File: config.mk
export PLATFORM = sky130hd
export DESIGN_NAME = branch_ctrl
export DESIGN_NICKNAME = d
export VERILOG_FILES = /design/src/rtl/branch_ctrl.sv
export SDC_FILE = /design/constraint.sdc
export NUM_CORES = 1
export LEC_CHECK = 0
export CAP_MARGIN = 20
export CELL_PAD_IN_SITES_DETAIL_PLACEMENT = 0
export CELL_PAD_IN_SITES_GLOBAL_PLACEMENT = 1
export CORE_ASPECT_RATIO = 2
export CORE_MARGIN = 3
export CORE_UTILIZATION = 49
export DETAILED_ROUTE_END_ITERATION = 6
export GPL_TIMING_DRIVEN = 0
export PLACE_DENSITY_LB_ADDON = 0.12
export SLEW_MARGIN = 20
export SYNTH_ARGS = -nofsm -noshare
export SYNTH_HDL_FRONTEND = slang
export SYNTH_SLANG_ARGS = --single-unit
File: constraint.sdc
create_clock -name clk -period 2.85 [get_ports clk]
set_input_delay 0.4275 -clock clk [delete_from_list [all_inputs] [get_ports clk]]
set_output_delay 0.4275 -clock clk [all_outputs]
set_load 0.03 [all_outputs]
File: src/rtl/branch_ctrl.sv
// Branch/jump controller: decodes branch-class instructions, drives registered
// PC redirect and flush, keeps a 4-deep return-address stack and a 16x8 target LUT.
module branch_ctrl (
    input  logic       clk,
    input  logic       reset,
    input  logic [7:0] pc,
    input  logic [8:0] instr,
    input  logic       instr_valid,
    input  logic       flag_zero,
    input  logic       flag_lt,
    input  logic       lut_we,
    input  logic [3:0] lut_addr,
    input  logic [7:0] lut_data,
    output logic       jump_en,
    output logic [7:0] jump_target,
    output logic       flush,
    output logic       done,
    output logic [2:0] ras_depth,
    output logic       stack_err,
    output logic       dbg_state
);

    typedef enum logic {
        ST_RUN    = 1'b0,
        ST_HALTED = 1'b1
    } state_t;

    state_t     state_q, state_d;
    logic       jump_q, jump_d;
    logic       flush_q, flush_d;
    logic       done_q, done_d;
    logic [7:0] target_q, target_d;
    logic       err_q, err_d;
    logic [2:0] depth_q, depth_d;
    logic [7:0] ras_q [4];
    logic [7:0] ras_d [4];
    logic [7:0] lut_q [16];

    logic       dec_en;
    logic [1:0] op;
    logic [3:0] idx;
    logic [7:0] lut_rd;
    logic [1:0] top_idx;
    logic [7:0] ret_addr;
    logic [7:0] push_addr;

    assign op        = instr[5:4];
    assign idx       = instr[3:0];
    // Instruction in the shadow of a taken jump (flush high) is never decoded.
    assign dec_en    = (state_q == ST_RUN) && instr_valid && !flush_q && (instr[8:6] == 3'b111);
    assign lut_rd    = lut_q[idx];
    assign top_idx   = depth_q[1:0] - 2'd1;
    assign ret_addr  = ras_q[top_idx];
    assign push_addr = pc + 8'd1;

    always_comb begin
        state_d  = state_q;
        jump_d   = 1'b0;
        flush_d  = 1'b0;
        done_d   = done_q;
        target_d = target_q;
        err_d    = err_q;
        depth_d  = depth_q;
        ras_d    = ras_q;
        case (state_q)
            ST_RUN: begin
                if (dec_en) begin
                    case (op)
                        2'b00: begin
                            if (flag_zero) begin
                                jump_d   = 1'b1;
                                flush_d  = 1'b1;
                                target_d = lut_rd;
                            end
                        end
                        2'b01: begin
                            if (flag_lt) begin
                                jump_d   = 1'b1;
                                flush_d  = 1'b1;
                                target_d = lut_rd;
                            end
                        end
                        2'b10: begin
                            // A full stack drops the push but the call still jumps.
                            jump_d   = 1'b1;
                            flush_d  = 1'b1;
                            target_d = lut_rd;
                            if (depth_q == 3'd4) begin
                                err_d = 1'b1;
                            end else begin
                                ras_d[depth_q[1:0]] = push_addr;
                                depth_d             = depth_q + 3'd1;
                            end
                        end
                        default: begin
                            if (instr[3]) begin
                                state_d  = ST_HALTED;
                                done_d   = 1'b1;
                                jump_d   = 1'b1;
                                flush_d  = 1'b1;
                                target_d = pc;
                            end else if (depth_q != 3'd0) begin
                                jump_d   = 1'b1;
                                flush_d  = 1'b1;
                                target_d = ret_addr;
                                depth_d  = depth_q - 3'd1;
                            end else begin
                                err_d = 1'b1;
                            end
                        end
                    endcase
                end
            end
            ST_HALTED: begin
                // Keep redirecting the PC to the HALT address so fetch stays frozen.
                jump_d  = 1'b1;
                flush_d = 1'b1;
                done_d  = 1'b1;
            end
            default: state_d = ST_RUN;
        endcase
    end

    always_ff @(posedge clk) begin
        if (reset) begin
            state_q  <= ST_RUN;
            jump_q   <= 1'b0;
            flush_q  <= 1'b0;
            done_q   <= 1'b0;
            target_q <= 8'd0;
            err_q    <= 1'b0;
            depth_q  <= 3'd0;
            for (int i = 0; i < 4; i++) begin
                ras_q[i] <= 8'd0;
            end
        end else begin
            state_q  <= state_d;
            jump_q   <= jump_d;
            flush_q  <= flush_d;
            done_q   <= done_d;
            target_q <= target_d;
            err_q    <= err_d;
            depth_q  <= depth_d;
            ras_q    <= ras_d;
        end
    end

    // LUT reads are combinational from the stored array, so a same-cycle write is not visible.
    always_ff @(posedge clk) begin
        if (reset) begin
            for (int i = 0; i < 16; i++) begin
                lut_q[i] <= 8'd0;
            end
        end else if (lut_we) begin
            lut_q[lut_addr] <= lut_data;
        end
    end

    assign jump_en     = jump_q;
    assign flush       = flush_q;
    assign done        = done_q;
    assign jump_target = target_q;
    assign ras_depth   = depth_q;
    assign stack_err   = err_q;
    assign dbg_state   = state_q;

endmodule

==> results of run 1 <==
## worst max-delay path by stage
| stage | from | to | slack (ns) |
|---|---|---|---|
| 2_1_floorplan | ras_depth[0] | jump_target[1] | 0.42 |
| 3_3_place_gp | instr[1] | jump_target[5] | -0.04 |
| 3_5_place_dp | reset | lut_q[12][3] | -0.07 |
| 4_1_cts | ras_depth[0] | jump_target[4] | 0.04 |
| 5_1_grt | ras_depth[0] | jump_target[1] | 0.04 |
| 6_report | ras_depth[0] | jump_target[4] | 0.30 |
## synthesized netlist by cell type, types with 9 or more instances
library cell  count
dfxtp_1          47
and2_1          129
mux2i_1          92
nand2_1          25
a22oi_1           9
a31oi_1           9
mux2_2            9
edfxtp_1        128
or2_2            20
nor2_1           61
clkbuf_1         25
a21oi_1          13
a22o_1           16
ha_1              9
nor3_1           12
## layer usage
metal | GRT usage [%] | wire [um]
met4 | 12.4 | 1040
met1 | 22.7 | 7370
met3 | 3.87 | 652
met2 | 48.0 | 12800
met5 | 0 | 0
## cell type report
class,count,area [um^2]
multi-input combinational,463,3410
clock buffer,25,519
buffer,38,176
clock inverter,6,31.3
inverter,5,18.8
tap,207,259
fill,1446,7070
sequential,175,4780
timing repair buffer,49,490
## layout by cell type (no fill, tap or decap), types with 12 or more instances in the layout
cell / instances
clkdlybuf4s50_1: 49
dfxtp_1: 47
nand2_1: 25
a21oi_1: 13
clkbuf_1: 27
nor3_1: 12
nor2_1: 61
and2_1: 129
clkbuf_16: 19
or2_2: 20
mux2i_1: 92
a22o_1: 16
edfxtp_1: 128
## cell families (layout without fill, tap and decap cells)
kind of cell	Yosys count	after routing	synth area share, %
mux	109	109	14.3
compound gates	61	61	5.41
buf+inv	44	123	2.37
fa+ha+maj	10	10	1.58
simple gates	274	274	18.4
flops	175	175	57.0
xor+xnor	9	9	0.939
## sequential cells by signal (all words and copies together) (netlist names)
register,count
lut_q,128
done,1
jump_target,8
flush,1
ras_depth,3
ras_q,32
stack_err,1
dbg_state,1
## worst max-delay path: stages (launching register included)
cell,delay (ns)
dfxtp_1,0.39
buf_2,0.37
inv_1,0.17
ha_1,0.62
mux4_2,0.41
mux2_2,0.29
nand2_1,0.07
a311oi_1,0.09
## power groups by stage
stage                     combinational [uW]  clock [uW]  sequential [uW]
after floorplan                          275           0             2920
after global placement                   489           0             2920
after detailed placement                 498           0             2930
after CTS                                500        2220             2870
after global routing                     531        2320             2880
final                                    501        2180             2870
## stage by stage
stage | std cells | instance area, um^2
3_3_place_gp | 938 | 9150
2_1_floorplan | 682 | 8400
4_1_cts | 969 | 9700
5_1_grt | 968 | 9690
3_5_place_dp | 938 | 9150
6_report | 968 | 9690
==> impl_metrics.ini, run 1 <==
[finish]
layout-area-overhead-vs-synth_pct = 15.4
insertedDiodeCount = 0
design.final.nets = 794
fraction_of_layout_cells_with_a_size_suffix_above_1_pct = 11.3
final_core_area_utilization_pct = 57.8

[setup_path]
reg2reg_from = ras_depth[0]
r2r_slack_ns = 0.30
regToRegEndpoint = jump_target[4]
worst_r2r_path_depth = 7
critPathKind = flop to flop
setup.worst_path.end_class = flop
crit_arrival_ns = 2.85
timing.critical_path.from_type = flop
crit_path_max_fanout = 10
crit_required_ns = 3.14

[clock_tree]
ctsHtreeMaxLevel = 4
number_of_cells_upsized_or_downsized_after_cts = 0
post_cts_hold_buffer_count = 0
clk_root_buffer_cell = clkbuf_16
cts_tree = done
cts-buffers-inserted = 17
clk_path_buf_depth = 2
clk-insertion-delay-late_ns = 0.42
cts_sinks = 175
clk_pin_slew_ns = 0.07
postCtsSetupBuffers = 0

[pwr]
power_density_mw_per_mm2 = 573
netSwitchingPower_uw = 1270
part_of_the_power_in_the_clock_network_pct = 39.3
share_comb_of_total_power_pct = 9.0
power.static_leakage_uw = 0.00371
report.power.total_uw = 5560
vdd_drop_max_v = 0.000422
power.sequential.fraction_pct = 51.7
netSwitchingFraction_pct = 22.9
power.internal_uw = 4280

[yosys]
synthTopCellsByArea = edfxtp_1 (46%), dfxtp_1 (11%), mux2i_1 (11%)
yosys.area.top_type_share_pct = 45.8
post_synth_instance_area_mm2 = 0.00840
synth_ff_type = edfxtp_1
flip_flop_and_latch_count_after_synthesis = 175
synth_sequential_area_ratio_pct = 57.0
async_flop_share_pct = 0
library_cell_occupying_the_most_area_in_the_post_synthesis_netlist = edfxtp_1
syn_inst = 682
postSynthNetCount = 727
synth_edf_count = 128
yosysUniqueCellTypes = 44
synthesis.area_per_instance_um2 = 12.3
synthesis.yosys.warnings = 0

[floorplanning]
std_cell_rows = 67
floorplan.die_area_mm2 = 0.0188
initial_core_util_pct = 50.1
die_x_um = 98.6
ioPinCount = 51
height_of_the_chip_um = 191
core_area_mm2 = 0.0168

[timing]
max-slew-margin-rel_pct = 31.2
rsz0062_at_grt = false
finalSetupViolations = 0
period_minus_slack_ns = 2.55
fmaxAchievable_mhz = 392
slew_violations = 0
tightest_slew_ns = 1.02
min_period_over_period_pct = 89.6
fin_ws_ns = 0.296
worst_clock_skew_ns = 0.00738
timing.hold.ws_ns = 0.451
totalNegativeSetupSlack_ns = 0
final_hold_viol_count = 0

[route]
drcViolationCount = 0
wl_per_cell_um = 22.6
vias_per_cell = 5.71
first_iter_violations = 260
antenna_left = 0
drt-total-wl_um = 21900
detail_route.first_pass.iterations = 5
routed-via-count = 5530

[placed_design]
gp_congestion = 0.914
portBuffers = 49
detailedPlace.worstSlack_ns = -0.0704
post-dp-hpwl_um = 16800

[min_path]
holdCritPathClass = flop to flop
hp-start = done
timing.hold.worst_path_depth = 2
worstHoldEndpoint = done

[grt]
grt_overflow_total = 0
via_count_of_the_first_global_routing_pass = 5758
gr-usage-all-layers_pct = 24.0
antenna_found_initial = 0
pin_count_of_the_biggest_net_entering_global_routing = 17
first_pass_grt_wire_length_um = 33300

[flow_run]
max_cap_violations = 0

[status]
outcome = finished, final reports clean
Power figures use the tool's default switching activity.
==> run 2: changes to the inputs <==
--- a/config.mk
+++ b/config.mk
@@ -18,3 +18,4 @@
 export SYNTH_ARGS = -nofsm -noshare
 export SYNTH_HDL_FRONTEND = slang
 export SYNTH_SLANG_ARGS = --single-unit
+export TNS_END_PERCENT = 50
==> results of run 2 <==
Same layout as run 1: the final DEF is identical, and so are final timing and power.
